**config.mk**
```make
export PLATFORM = sky130hd
export DESIGN_NAME = uart_rx
export DESIGN_NICKNAME = d
export VERILOG_FILES = /design/src/rtl/uart_pkg.sv /design/src/rtl/sync_2ff.sv /design/src/rtl/uart_rx.sv
export SDC_FILE = /design/constraint.sdc
export NUM_CORES = 1
export LEC_CHECK = 0
export CORE_MARGIN = 5
export CORE_UTILIZATION = 45
export DETAILED_ROUTE_END_ITERATION = 16
export PLACE_DENSITY = 0.64
export SYNTH_ARGS = -nofsm -noshare
export SYNTH_HDL_FRONTEND = slang
export SYNTH_SLANG_ARGS = --single-unit
```
**constraint.sdc**
```tcl
create_clock -name wb_clk_i -period 3 [get_ports wb_clk_i]
set_clock_uncertainty 0.1 [all_clocks]
set_input_delay 0.6 -clock wb_clk_i [delete_from_list [all_inputs] [get_ports wb_clk_i]]
set_output_delay 0.6 -clock wb_clk_i [all_outputs]
set_load 0.02 [all_outputs]
```
**src/rtl/uart_pkg.sv**
```systemverilog
// Shared UART definitions: FSM state encoding, data width and default bit timing.
// The receiver and transmitter both import this package.
package uart_pkg;

  localparam int UART_DATA_W       = 8;
  localparam int UART_CLKS_PER_BIT = 347;  // 40 MHz / 115200 baud

  typedef enum logic [2:0] {
    IDLE   = 3'd0,
    START  = 3'd1,
    DATA   = 3'd2,
    PARITY = 3'd3,
    STOP   = 3'd4,
    BREAK  = 3'd5
  } uart_state_e;

  // Even parity bit: the bit that makes the total number of ones even.
  function automatic logic even_parity(input logic [UART_DATA_W-1:0] d);
    return ^d;
  endfunction

endpackage

```
**src/rtl/sync_2ff.sv**
```systemverilog
// Generic two-flop synchronizer for asynchronous pad inputs.
// RST_VAL sets the value both flops take in reset (1 for idle-high lines).
module sync_2ff #(
  parameter int   WIDTH   = 1,
  parameter logic RST_VAL = 1'b1
) (
  input  logic             clk,
  input  logic             rst,
  input  logic [WIDTH-1:0] d,
  output logic [WIDTH-1:0] q
);

  logic [WIDTH-1:0] meta_reg;
  logic [WIDTH-1:0] sync_reg;

  genvar gi;
  generate
    for (gi = 0; gi < WIDTH; gi++) begin : g_bit
      always_ff @(posedge clk or posedge rst) begin
        if (rst) begin
          meta_reg[gi] <= RST_VAL;
          sync_reg[gi] <= RST_VAL;
        end else begin
          meta_reg[gi] <= d[gi];
          sync_reg[gi] <= meta_reg[gi];
        end
      end
    end
  endgenerate

  assign q = sync_reg;

endmodule

```
**src/rtl/uart_rx.sv**
```systemverilog
// 8N1 UART receiver with valid/ready byte output, framing and overrun flags.
// Define UART_RX_PARITY_EN for 8E1 frames with a parity_err_o output.
module uart_rx
  import uart_pkg::*;
#(
  parameter int CLKS_PER_BIT = UART_CLKS_PER_BIT,
  parameter int CNT_W        = 16
) (
  input  logic                   wb_clk_i,
  input  logic                   wb_rst_i,
  input  logic                   rx_i,
  output logic [UART_DATA_W-1:0] data_o,
  output logic                   valid_o,
  input  logic                   ready_i,
  output logic                   frame_err_o,
  output logic                   overrun_o,
`ifdef UART_RX_PARITY_EN
  output logic                   parity_err_o,
`endif
  output logic                   busy_o
);

  localparam logic [CNT_W-1:0] HALF_CNT = CNT_W'(CLKS_PER_BIT / 2 - 1);
  localparam logic [CNT_W-1:0] BIT_CNT  = CNT_W'(CLKS_PER_BIT - 1);

  logic                   rx_s;
  uart_state_e            state_reg;
  logic [CNT_W-1:0]       cnt_reg;
  logic [2:0]             bit_idx_reg;
  logic [UART_DATA_W-1:0] shift_reg;
  logic                   busy_reg;
  logic                   frame_err_reg;
  logic [UART_DATA_W-1:0] data_reg;
  logic                   valid_reg;
  logic                   overrun_reg;
  logic                   stop_sample;
  logic                   byte_ok;
`ifdef UART_RX_PARITY_EN
  logic                   par_bad_reg;
  logic                   parity_err_reg;
`endif

  sync_2ff #(
    .WIDTH  (1),
    .RST_VAL(1'b1)
  ) u_rx_sync (
    .clk(wb_clk_i),
    .rst(wb_rst_i),
    .d  (rx_i),
    .q  (rx_s)
  );

  // Byte completes in the cycle the stop bit is sampled high.
  assign stop_sample = (state_reg == STOP) && (cnt_reg == BIT_CNT);
`ifdef UART_RX_PARITY_EN
  assign byte_ok = stop_sample && rx_s && !par_bad_reg;
`else
  assign byte_ok = stop_sample && rx_s;
`endif

  always_ff @(posedge wb_clk_i or posedge wb_rst_i) begin
    if (wb_rst_i) begin
      state_reg      <= IDLE;
      cnt_reg        <= '0;
      bit_idx_reg    <= '0;
      shift_reg      <= '0;
      busy_reg       <= 1'b0;
      frame_err_reg  <= 1'b0;
`ifdef UART_RX_PARITY_EN
      par_bad_reg    <= 1'b0;
      parity_err_reg <= 1'b0;
`endif
    end else begin
      frame_err_reg  <= 1'b0;
`ifdef UART_RX_PARITY_EN
      parity_err_reg <= 1'b0;
`endif
      case (state_reg)
        IDLE: begin
          cnt_reg <= '0;
          if (!rx_s) begin
            state_reg <= START;
            busy_reg  <= 1'b1;
          end
        end
        START: begin
          if (cnt_reg == HALF_CNT) begin
            cnt_reg <= '0;
            if (rx_s) begin
              state_reg <= IDLE;
              busy_reg  <= 1'b0;
            end else begin
              bit_idx_reg <= '0;
              state_reg   <= DATA;
            end
          end else begin
            cnt_reg <= cnt_reg + 1'b1;
          end
        end
        DATA: begin
          if (cnt_reg == BIT_CNT) begin
            cnt_reg     <= '0;
            shift_reg   <= {rx_s, shift_reg[UART_DATA_W-1:1]};
            bit_idx_reg <= bit_idx_reg + 3'd1;
            if (bit_idx_reg == 3'd7) begin
`ifdef UART_RX_PARITY_EN
              state_reg <= PARITY;
`else
              state_reg <= STOP;
`endif
            end
          end else begin
            cnt_reg <= cnt_reg + 1'b1;
          end
        end
`ifdef UART_RX_PARITY_EN
        PARITY: begin
          if (cnt_reg == BIT_CNT) begin
            cnt_reg     <= '0;
            par_bad_reg <= (rx_s != even_parity(shift_reg));
            state_reg   <= STOP;
          end else begin
            cnt_reg <= cnt_reg + 1'b1;
          end
        end
`endif
        STOP: begin
          if (cnt_reg == BIT_CNT) begin
            cnt_reg <= '0;
`ifdef UART_RX_PARITY_EN
            parity_err_reg <= par_bad_reg;
`endif
            if (rx_s) begin
              state_reg <= IDLE;
              busy_reg  <= 1'b0;
            end else begin
              frame_err_reg <= 1'b1;
              state_reg     <= BREAK;
            end
          end else begin
            cnt_reg <= cnt_reg + 1'b1;
          end
        end
        BREAK: begin
          // A line held low must go high before a new start bit is accepted.
          cnt_reg <= '0;
          if (rx_s) begin
            state_reg <= IDLE;
            busy_reg  <= 1'b0;
          end
        end
        default: begin
          state_reg <= IDLE;
          cnt_reg   <= '0;
          busy_reg  <= 1'b0;
        end
      endcase
    end
  end

  // Output holding register: a new byte may replace one accepted in the same cycle.
  always_ff @(posedge wb_clk_i or posedge wb_rst_i) begin
    if (wb_rst_i) begin
      data_reg    <= '0;
      valid_reg   <= 1'b0;
      overrun_reg <= 1'b0;
    end else begin
      overrun_reg <= 1'b0;
      if (byte_ok) begin
        if (!valid_reg || ready_i) begin
          data_reg  <= shift_reg;
          valid_reg <= 1'b1;
        end else begin
          overrun_reg <= 1'b1;
        end
      end else if (valid_reg && ready_i) begin
        valid_reg <= 1'b0;
      end
    end
  end

  assign data_o      = data_reg;
  assign valid_o     = valid_reg;
  assign overrun_o   = overrun_reg;
  assign frame_err_o = frame_err_reg;
  assign busy_o      = busy_reg;
`ifdef UART_RX_PARITY_EN
  assign parity_err_o = parity_err_reg;
`endif

endmodule
```
### After elaboration in Yosys (flattened, before gate mapping)

Cells that the tools add are included.

| storage, ports and cells | value |
|---|---|
| word-level logic and storage cells | 73 |
| register bits after elaboration | 44 |

| operators by class | value |
|---|---|
| reductions and logical operators | 15 |
| equal/unequal tests | 15 |
| bitwise gates (word level) | 1 |
| mux-type cells | 29 |
| add/sub/neg operators | 2 |

Operators by type and width:

| operator | number |
|---|---|
| $mux W16 | 2 |
| $pmux W16 S2 | 1 |
| $mux W3 | 10 |
| $add A16 B1 Y16 const B | 1 |
| $eq A16 B8 Y1 const B | 1 |
| $eq A16 B9 Y1 const B | 1 |
| $pmux W3 S5 | 1 |
| $mux W1 | 12 |
| $ne A2 B2 Y1 const B | 5 |
| $eq A3 B3 Y1 const B | 3 |
| $reduce_and A4 Y1 | 2 |
| $ne A2 B1 Y1 const B | 3 |
| $pmux W3 S2 | 1 |
| $reduce_and A2 Y1 | 3 |
| $reduce_and A6 Y1 | 1 |
| $pmux W1 S5 | 1 |
| $reduce_bool A2 Y1 | 2 |
| $add A3 B1 Y3 const B | 1 |
| $eq A3 B1 Y1 const B | 1 |
| $eq A3 B2 Y1 const B | 1 |
| $logic_and A1 B1 Y1 | 3 |
| $logic_not A3 Y1 | 1 |
| $mux W2 | 1 |
| $reduce_or A2 Y1 | 1 |
| 3 further kinds | 3 |

### Longest topological paths before layout

Gate-level depths: netlist of run 1.

| logic depth | value |
|---|---|
| word-level depth | 5 |
| gate-level depth with buffers | 7 |

### Cells and area by module

From an unflattened synthesis of run 1, not the netlist that was laid out.

| second synthesis, totals | value |
|---|---|
| cells, all modules | 173 |
| area, all modules | 2043.2 sq um |

By module, submodules not included:

| module | instances | sequential area each (sq um) | area an instance (sq um) | cells each |
|---|---|---|---|---|
| uart_rx | 1 | 1051.0 | 1986.9 | 170 |
| sync_2ff | 1 | 52.6 | 56.3 | 3 |

### Least setup slack after synthesis of run 1

OpenSTA, ideal clock, no wires.

| timing | value |
|---|---|
| kind | flip-flop to flip-flop |
| start | register cnt_reg[0] |
| end | register cnt_reg[10] |
| data arrival time | 2017 ps |
| path buffers | 1 |
| stages on the path, launching flop included | 8 |
| library setup time | 119 ps |
| required time | 2781 ps |
| path slack | 764 ps |
| cells stage by stage | dfrtp_1 inv_1 ha_1 or4b_2 or4_4 a2bb2oi_4 buf_6 nor2_1 |

| between the ends | value |
|---|---|
| longest elaborated chain between the ends | 3 |

Ends and longest elaborated chain:

| what | RTL line | RTL |
|---|---|---|
| start, declared | uart_rx.sv:28 | `logic [CNT_W-1:0] cnt_reg;` |
| start signal, assigned | uart_rx.sv:97 | `cnt_reg <= cnt_reg + 1'b1;` |
| start signal, assigned | uart_rx.sv:113 | `cnt_reg <= cnt_reg + 1'b1;` |
| start signal, assigned | uart_rx.sv:141 | `cnt_reg <= cnt_reg + 1'b1;` |
| $add A16 B1 Y16, or another cell as far along | uart_rx.sv:97, uart_rx.sv:113, uart_rx.sv:141 |  |
| $mux W16, on equally long branches | uart_rx.sv:101, uart_rx.sv:128, uart_rx.sv:87 |  |
| $pmux W16 S2 * | uart_rx.sv:78 | `case (state_reg)` |

Mark *: on every way between the ends. The rest lies on a longest branch, timed or not.
A chain may end at the register's enable or synchronous reset.

### Final worst setup path of run 1

| timing | value |
|---|---|
| start | register cnt_reg[0] |
| end | register cnt_reg[9] |

The elaborated chain is that of the path after synthesis.

==> results_tabular.tex, run 1 <==
\begin{tabular}{lr}
\hline
Metric & Value \\
\hline
\multicolumn{2}{l}{\textbf{Clock tree}} \\
\quad Worst skew pair latency & 0.29 ns \\
\quad CTS buffer count & 5 \\
\quad Clock root cell & sky130\_fd\_sc\_hd\_\_clkbuf\_8 \\
\quad Number of levels in the clock H-tree & 2 \\
\quad Count of hold-fix buffers inserted at cts & 0 \\
\quad Post-CTS setup buffer count & 0 \\
\quad Clock tree from TritonCTS & built \\
\quad Clock Sinks & 44 \\
\quad Post-cts sizing count & 0 \\
\quad Clock edge transition at the registers on the reported setup and hold paths & 0.09 ns \\
\quad Max clock buf depth & 2 \\
\multicolumn{2}{l}{\textbf{Layout}} \\
\quad Layout cell share with drive strength beyond 1 & 0.185 \\
\quad Max FFs per register & 16 \\
\quad Most frequent cells in the layout & sky130\_fd\_sc\_hd\_\_dfrtp\_1 (42), sky130\_fd\_sc\_hd\_\_nor2\_1 (18), sky130\_fd\_sc\_hd\_\_mux2\_2 (16) \\
\quad Number of antenna repair diodes & 0 \\
\quad Most frequent standard cell in the layout excluding fill and tap cells & sky130\_fd\_sc\_hd\_\_dfrtp\_1 \\
\quad Area growth from synthesis to layout & 16.1\% \\
\quad Layout Nets & 203 \\
\multicolumn{2}{l}{\textbf{Die}} \\
\quad Die height & 77.5 um \\
\quad I/O pin count & 16 \\
\quad Die Width & 77.5 um \\
\quad Die Outline Area & 0.00600 mm2 \\
\quad Starting utilization of the core area & 0.467 \\
\quad Core Rows & 24 \\
\quad Core Region & 0.00438 mm2 \\
\multicolumn{2}{l}{\textbf{Yosys}} \\
\quad Main flop type after synthesis & sky130\_fd\_sc\_hd\_\_dfrtp\_1 \\
\quad Synthesized net count & 182 \\
\quad Async set or reset register ratio after synthesis & 1.00 \\
\quad Sequential-to-total area share from yosys stat & 0.538 \\
\quad Avg Inst Size Synth & 11.8 um2 \\
\quad Number of synthesized flops with an enable pin & 0 \\
\quad Cell Area, Synth & 0.00205 mm2 \\
\quad Number of warning messages in the yosys log & 0 \\
\quad Post-synthesis sequential element count & 44 \\
\quad Mapped Cells & 173 \\
\quad Number of different library cells in the post-synthesis netlist & 38 \\
\multicolumn{2}{l}{\textbf{STA}} \\
\quad Maximum clock rate & 390 MHz \\
\quad Count of endpoints failing hold in the final timing report & 0 \\
\quad Setup repair after global routing missed its margin & no \\
\quad Total negative slack for setup checks & 0 ns \\
\quad Share of the clock period used by the worst path after layout & 0.854 \\
\quad Final critical-path setup slack & 0.439 ns \\
\quad Relative max-transition margin & 0.493 \\
\quad Final setup fails & 0 \\
\quad Hold slack final & 0.259 ns \\
\quad Final Critical Period & 2.56 ns \\
\quad Max-slew violation count & 0 \\
\quad Pin slew with the least headroom to its limit & 0.759 ns \\
\multicolumn{2}{l}{\textbf{Critical path}} \\
\quad Worst setup path class & reg2reg \\
\quad Delay of the slowest cell on the worst path & 0.62 ns \\
\quad Cell count of the worst reg-to-reg path & 6 \\
\quad Worst reg2reg startpoint & cnt\_reg[0]\$\_DFF\_PP0\_ \\
\quad CP Buf/Inv Count & 1 \\
\quad Cell with the largest stage delay on the worst path & sky130\_fd\_sc\_hd\_\_nor4\_2 \\
\quad Critical Path Stages & 6 \\
\quad Destination of the critical timing path & cnt\_reg[9]\$\_DFF\_PP0\_ \\
\quad Top fanout value on the critical path & 16 \\
\quad Worst Path Arrival & 2.62 ns \\
\quad Crit Reg-Reg Endpoint & cnt\_reg[9]\$\_DFF\_PP0\_ \\
\quad Critical Path RT & 3.06 ns \\
\quad Delay-heaviest family, CP & simple AND/OR/NAND/NOR gates \\
\quad Reg2Reg Setup Slack & 0.44 ns \\
\quad Worst setup SP type & flop \\
\quad Cell breakdown of the critical path & inv\_1, ha\_1, or4b\_1, nor4\_2, a2bb2oi\_4, nor2\_1 \\
\quad CP startpoint & cnt\_reg[0]\$\_DFF\_PP0\_ \\
\quad Critical Path Sink Type & flop \\
\multicolumn{2}{l}{\textbf{Pwr}} \\
\quad Lkg Pwr & 1.04 nW \\
\quad Max VDD drop & 0.202 mV \\
\quad Pwr/cell area & 458 mW/mm2 \\
\multicolumn{2}{l}{\textbf{GRT}} \\
\quad Fraction of met1 tracks used by global routing & 0.173 \\
\quad Vias in the first global route & 1432 \\
\quad Global routing's busiest layer & met2 \\
\quad Pin count of the biggest net entering global routing & 45 \\
\quad Met2 Use GR & 0.226 \\
\quad Congestion Overflow GR & 0 \\
\quad GRT Total Usage & 0.135 \\
\quad Global-route wire length before repair & 6650 um \\
\quad Global routing met3 resource utilization & 0.0301 \\
\quad Antenna violations before repair & 0 \\
\multicolumn{2}{l}{\textbf{Route}} \\
\quad Detailed-routing iteration count for the pre-antenna-repair pass & 4 \\
\quad Routed wire per std cell & 15.3 um \\
\quad Remaining antenna violation count after routing & 0 \\
\quad Routed via count divided by cell count & 5.56 \\
\quad DR iter-0 viols & 90 \\
\quad Number of vias in the routed layout & 1373 \\
\quad Wirelength, routed & 3790 um \\
\quad DRC viols & 0 \\
\multicolumn{2}{l}{\textbf{Run status}} \\
\quad Run status & finished, final reports clean \\
\multicolumn{2}{l}{\textbf{Job}} \\
\quad Max capacitance violation total & 0 \\
\multicolumn{2}{l}{\textbf{Place}} \\
\quad Total of buffers placed on input and output ports & 15 \\
\quad Final weighted congestion in routability-driven placement & 0.804 \\
\quad Half-perimeter wire length after detailed placement & 2750 um \\
\quad Worst slack at placement & 0.443 ns \\
\multicolumn{2}{l}{\textbf{Worst hold path}} \\
\quad Path type of the worst min-delay path & reg2reg \\
\hline
\end{tabular}
[power by group]
| group | internal (W) | total (W) | switching [W] |
|---|---|---|---|
| logic | 0.00000533 | 0.0000188 | 0.0000135 |
| clock network | 0.000272 | 0.000473 | 0.000201 |
| registers | 0.000595 | 0.000597 | 0.00000155 |
[metal layers]
metal  vias to the layer above  share of wire
met5                         -              0
met3                         6          0.026
met4                         0          0.012
met2                        19           0.50
met1                       689           0.46
li1                        659              -
[synth_stat cells (all sizes together) (4+ instances only)]
master	number	area (um2)
ha	5	62.6
xnor2	4	35.0
nor3b	4	30.0
inv	6	22.5
dfrtp	42	1050
nor2	18	67.6
mux2	16	180
nand2	13	51.3
nand4	6	52.6
xor2	7	61.3
nand3	8	40.0
a21oi	5	25.0
or4	6	52.6
[kinds of logic (layout without fill, tap and decap cells)]
family	Yosys count	in the layout	synth area share
buffers and inverters	8	30	0.0183
adder cells (fa/ha/maj)	5	5	0.0305
flip-flops	44	44	0.538
AO/OA/AOI/OAI	18	18	0.0684
multiplexers	16	16	0.0879
AND/OR/NAND/NOR	71	71	0.209
XOR/XNOR	11	11	0.0470
[worst min-delay path by stage]
| stage | from | endpoint | slack [ns] | cells after the start |
|---|---|---|---|---|
| 6_report | u_rx_sync.meta_reg$_DFF_PP1_ | u_rx_sync.q$_DFF_PP1_ | 0.26 | 0 |
| 5_1_grt | u_rx_sync.meta_reg$_DFF_PP1_ | u_rx_sync.q$_DFF_PP1_ | 0.27 | 0 |
| 4_1_cts | u_rx_sync.meta_reg$_DFF_PP1_ | u_rx_sync.q$_DFF_PP1_ | 0.26 | 0 |
| 3_5_place_dp | u_rx_sync.meta_reg$_DFF_PP1_ | u_rx_sync.q$_DFF_PP1_ | 0.25 | 0 |
| 3_3_place_gp | u_rx_sync.meta_reg$_DFF_PP1_ | u_rx_sync.q$_DFF_PP1_ | 0.25 | 0 |
| 2_1_floorplan | u_rx_sync.meta_reg$_DFF_PP1_ | u_rx_sync.q$_DFF_PP1_ | 0.25 | 0 |
[per-stage QoR]
step	power (W)	std cells	util	instance area (um2)
final	0.00109	247	0.543	2380
after global routing	0.00113	247	0.543	2380
after CTS	0.00110	247	0.543	2380
after detailed placement	0.000628	239	0.515	2260
after global placement	0.000627	239	0.515	2260
after floorplan	0.000619	173	-	2050
[area by class of cell]
cell class	instances	area (um2)
Fill cell	362	2010
Sequential cell	44	1100
Multi-Input combinational cell	121	908
Timing Repair Buffer	16	158
Clock buffer	6	82.6
Tap cell	52	65.1
Clock inverter	2	38.8
Inverter	6	22.5
Note: power is estimated with default switching activity, not from simulation.
==> run 2, diff against run 1 <==
--- a/config.mk
+++ b/config.mk
@@ -8,6 +8,7 @@
 export CORE_MARGIN = 5
 export CORE_UTILIZATION = 45
 export DETAILED_ROUTE_END_ITERATION = 16
+export GPL_TIMING_DRIVEN = 0
 export PLACE_DENSITY = 0.64
 export SYNTH_ARGS = -nofsm -noshare
 export SYNTH_HDL_FRONTEND = slang
==> run 2 against run 1 <==
Against the previous run:
- fmax barely moved
- combinational power is essentially flat
- die area stayed put
- worst setup slack got worse by 0.0019 ns
- non-clock buffer count increased by 1
- clock-buffer cell count unchanged
- flip-flop and latch count is the same
- critical endpoint is now cnt_reg[2]$_DFF_PP0_
- largest cell class unchanged
- largest power group unchanged
==> results_tabular.tex, run 2 (synthesized netlist as in run 1, its figures left out) <==
\begin{tabular}{lr}
\hline
Metric & Value \\
\hline
\multicolumn{2}{l}{\textbf{Route}} \\
\quad Routed via count divided by cell count & 5.66 (+1.8\%) \\
\quad DR iter-0 viols & 67 (-26\%) \\
\quad Remaining antenna violation count after routing & 0 (unchanged) \\
\quad Detailed-routing iteration count for the pre-antenna-repair pass & 4 (unchanged) \\
\quad Routed wire per std cell & 15.6 um (+1.5\%) \\
\quad Number of vias in the routed layout & 1404 (+2.3\%) \\
\quad Wirelength, routed & 3860 um (+1.9\%) \\
\quad DRC viols & 0 (unchanged) \\
\multicolumn{2}{l}{\textbf{Layout}} \\
\quad Most frequent cells in the layout & sky130\_fd\_sc\_hd\_\_dfrtp\_1 (42), sky130\_fd\_sc\_hd\_\_nor2\_1 (18), sky130\_fd\_sc\_hd\_\_mux2\_2 (16) \\
\quad Layout cell share with drive strength beyond 1 & 0.189 (+0.00416) \\
\quad Number of fill cells & 385 (+6.4\%) \\
\quad Cell Count, Final, Fillers Out & 248 (+0.40\%) \\
\quad Max FFs per register & 16 (unchanged) \\
\quad Most frequent standard cell in the layout excluding fill and tap cells & sky130\_fd\_sc\_hd\_\_dfrtp\_1 \\
\quad Total non-filler cell area in the finished layout & 0.00239 mm2 (+0.32\%) \\
\quad Layout Nets & 204 (+0.49\%) \\
\quad Area growth from synthesis to layout & 16.4\% \\
\quad Number of antenna repair diodes & 0 (unchanged) \\
\multicolumn{2}{l}{\textbf{Job}} \\
\quad Max capacitance violation total & 0 (unchanged) \\
\multicolumn{2}{l}{\textbf{GRT}} \\
\quad Pin count of the biggest net entering global routing & 45 (unchanged) \\
\quad Congestion Overflow GR & 0 (unchanged) \\
\quad Global-route wire length before repair & 6830 um (+2.7\%) \\
\quad Antenna violations before repair & 0 (unchanged) \\
\quad Vias in the first global route & 1427 (-0.35\%) \\
\quad GRT Total Usage & 0.140 (+0.00464) \\
\multicolumn{2}{l}{\textbf{Critical path}} \\
\quad Worst setup SP type & flop \\
\quad Delay of the slowest cell on the worst path & 0.61 ns (about the same) \\
\quad Reg2Reg Setup Slack & 0.44 ns (about the same) \\
\quad Worst reg2reg startpoint & cnt\_reg[0]\$\_DFF\_PP0\_ \\
\quad Crit Reg-Reg Endpoint & cnt\_reg[2]\$\_DFF\_PP0\_ \\
\quad CP startpoint & cnt\_reg[0]\$\_DFF\_PP0\_ \\
\quad Worst Path Arrival & 2.64 ns (+0.02 ns) \\
\quad Top fanout value on the critical path & 10 (-6) \\
\quad Cell breakdown of the critical path & inv\_1, ha\_1, or4b\_1, nor4\_2, a2bb2oi\_4, buf\_6, nor2\_1 \\
\quad Critical Path Sink Type & flop \\
\quad Critical Path RT & 3.08 ns (+0.02 ns) \\
\quad Worst setup path class & reg2reg \\
\quad Cell count of the worst reg-to-reg path & 7 (+1) \\
\quad Cell with the largest stage delay on the worst path & sky130\_fd\_sc\_hd\_\_nor4\_2 \\
\multicolumn{2}{l}{\textbf{Clock tree}} \\
\quad Clock tree from TritonCTS & built \\
\quad CTS buffer count & 5 (unchanged) \\
\quad Worst skew pair latency & 0.30 ns (about the same) \\
\quad Clock Sinks & 44 (unchanged) \\
\quad Max clock buf depth & 2 (unchanged) \\
\quad Post-cts sizing count & 0 (unchanged) \\
\quad Number of levels in the clock H-tree & 2 (unchanged) \\
\quad Clock edge transition at the registers on the reported setup and hold paths & 0.08 ns (about the same) \\
\quad Post-CTS setup buffer count & 0 (unchanged) \\
\quad Count of hold-fix buffers inserted at cts & 0 (unchanged) \\
\quad Clock root cell & sky130\_fd\_sc\_hd\_\_clkbuf\_8 \\
\multicolumn{2}{l}{\textbf{Pwr}} \\
\quad Max VDD drop & 0.231 mV (+14\%) \\
\quad Net Sw Frac & 0.198 (about the same) \\
\quad Total net switching power & 0.000216 W (about the same) \\
\quad Pwr/cell area & 456 mW/mm2 (-0.38\%) \\
\quad Sequential share of power & 0.549 (about the same) \\
\quad Combinational cell fraction of total power & 0.017 (about the same) \\
\quad Lkg Pwr & 1.04 nW (+0.14\%) \\
\quad Cell-internal power & 0.000872 W (about the same) \\
\quad Portion of total power attributed to the clock network & 0.434 (about the same) \\
\multicolumn{2}{l}{\textbf{STA}} \\
\quad Total negative slack for setup checks & 0 ns (unchanged) \\
\quad Pin slew with the least headroom to its limit & 0.918 ns (+0.158 ns) \\
\quad Final setup fails & 0 (unchanged) \\
\quad Final Critical Period & 2.56 ns (+0.00192 ns) \\
\quad Relative max-transition margin & 0.387 (-0.105) \\
\quad Maximum clock rate & 390 MHz (about the same) \\
\quad Share of the clock period used by the worst path after layout & 0.854 (about the same) \\
\quad Max-slew violation count & 0 (unchanged) \\
\quad Setup repair after global routing missed its margin & no \\
\quad Count of endpoints failing hold in the final timing report & 0 (unchanged) \\
\multicolumn{2}{l}{\textbf{Worst hold path}} \\
\quad Cell depth of the worst hold path & 0 (unchanged) \\
\quad Path type of the worst min-delay path & reg2reg \\
\quad Worst min-delay path startpoint & u\_rx\_sync.meta\_reg\$\_DFF\_PP1\_ \\
\quad Worst Hold Path EP & u\_rx\_sync.q\$\_DFF\_PP1\_ \\
\multicolumn{2}{l}{\textbf{Place}} \\
\quad Number of placed cells counting well taps & 240 (+0.42\%) \\
\quad Half-perimeter wire length after detailed placement & 2780 um (+1.1\%) \\
\quad Instance area after placement & 0.00226 mm2 (+0.33\%) \\
\quad Total of buffers placed on input and output ports & 15 (unchanged) \\
\quad Final weighted congestion in routability-driven placement & 0.904 (+12\%) \\
\multicolumn{2}{l}{\textbf{Die}} \\
\quad Die height & 77.5 um (unchanged) \\
\quad Die Width & 77.5 um (unchanged) \\
\quad Core Region & 0.00438 mm2 (unchanged) \\
\quad Core Rows & 24 (unchanged) \\
\quad Starting utilization of the core area & 0.467 (unchanged) \\
\quad I/O pin count & 16 (unchanged) \\
\quad Die Outline Area & 0.00600 mm2 (unchanged) \\
\multicolumn{2}{l}{\textbf{Run status}} \\
\quad Run status & finished, final reports clean \\
\hline
\end{tabular}
[run 2: cell count changes in the layout (fill, tap and decap cells not counted)]
cell and delta:
sky130_fd_sc_hd__buf_4 -1, sky130_fd_sc_hd__inv_1 -1, sky130_fd_sc_hd__clkbuf_1 +1, sky130_fd_sc_hd__inv_2 +1
sky130_fd_sc_hd__buf_6 +1
[run 2: worst max-delay path by stage]
stage | end | slack [ns] | cells after the start
CTS | cnt_reg[12]$_DFF_PP0_ | 0.45 | 7
floorplan | cnt_reg[10]$_DFF_PP0_ | 0.76 | 7
global route | cnt_reg[12]$_DFF_PP0_ | 0.30 | 7
global placement | state_reg[0]$_DFFE_PP0P_ | 0.48 | 2
finish | cnt_reg[2]$_DFF_PP0_ | 0.44 | 7
detailed placement | cnt_reg[12]$_DFF_PP0_ | 0.45 | 7
[run 2: stage by stage]
step	setup slack, ns	util	hold slack [ns]	total power [W]
3_3_place_gp	0.479	0.517	0.247	0.000626
6_report	0.437	0.544	0.257	0.00109
4_1_cts	0.448	0.544	0.261	0.00111
2_1_floorplan	0.764	-	0.245	0.000619
5_1_grt	0.300	0.544	0.267	0.00113
3_5_place_dp	0.452	0.517	0.253	0.000628
[run 2: critical path, delay by kind of cell, from the launching register on]
family	cells	cell delay (ns)
AND/OR/NAND/NOR	3	1.20
flip-flops	1	0.41
AO/OA/AOI/OAI	1	0.31
buffers and inverters	2	0.28
adder cells (fa/ha/maj)	1	0.16
[run 2: power groups by stage]
stage	clock network, W	logic (W)	registers (W)
CTS	0.000490	0.0000195	0.000597
global route	0.000514	0.0000222	0.000597
global placement	0	0.0000180	0.000608
floorplan	0	0.0000112	0.000608
detailed placement	0	0.0000194	0.000608
finish	0.000473	0.0000185	0.000597
[run 2: metal layers]
| metal | vias up | GRT usage | routed length (um) |
|---|---|---|---|
| met5 | - | 0 | 0 |
| met1 | 704 | 0.177 | 1720 |
| met4 | 0 | 0.0464 | 71 |
| li1 | 665 | - | - |
| met3 | 8 | 0.0347 | 135 |
| met2 | 27 | 0.233 | 1930 |
[run 2: final cells by class]
class | instances | area (um2) | area share
plain buffers | 2 | 15.0 | 0.00629
clock buffers | 6 | 82.6 | 0.0346
clock inverters | 2 | 38.8 | 0.0163
inverters | 6 | 22.5 | 0.00944
multi-input cells | 121 | 908 | 0.381
flip-flops and latches | 44 | 1100 | 0.463
well taps | 52 | 65.1 | 0.0273
repair buffers | 15 | 150 | 0.0629
==> run 3, diff against run 2 <==
==> constraint.sdc (replaced) <==
create_clock -name wb_clk_i -period 3 [get_ports wb_clk_i]
set_clock_uncertainty 0.1 [all_clocks]
set_input_delay 0.3 -clock wb_clk_i [delete_from_list [all_inputs] [get_ports wb_clk_i]]
set_output_delay 0.3 -clock wb_clk_i [all_outputs]
set_load 0.02 [all_outputs]
==> results of run 3 <==
The final DEF is identical to that of run 2. Status: finished, final reports clean.
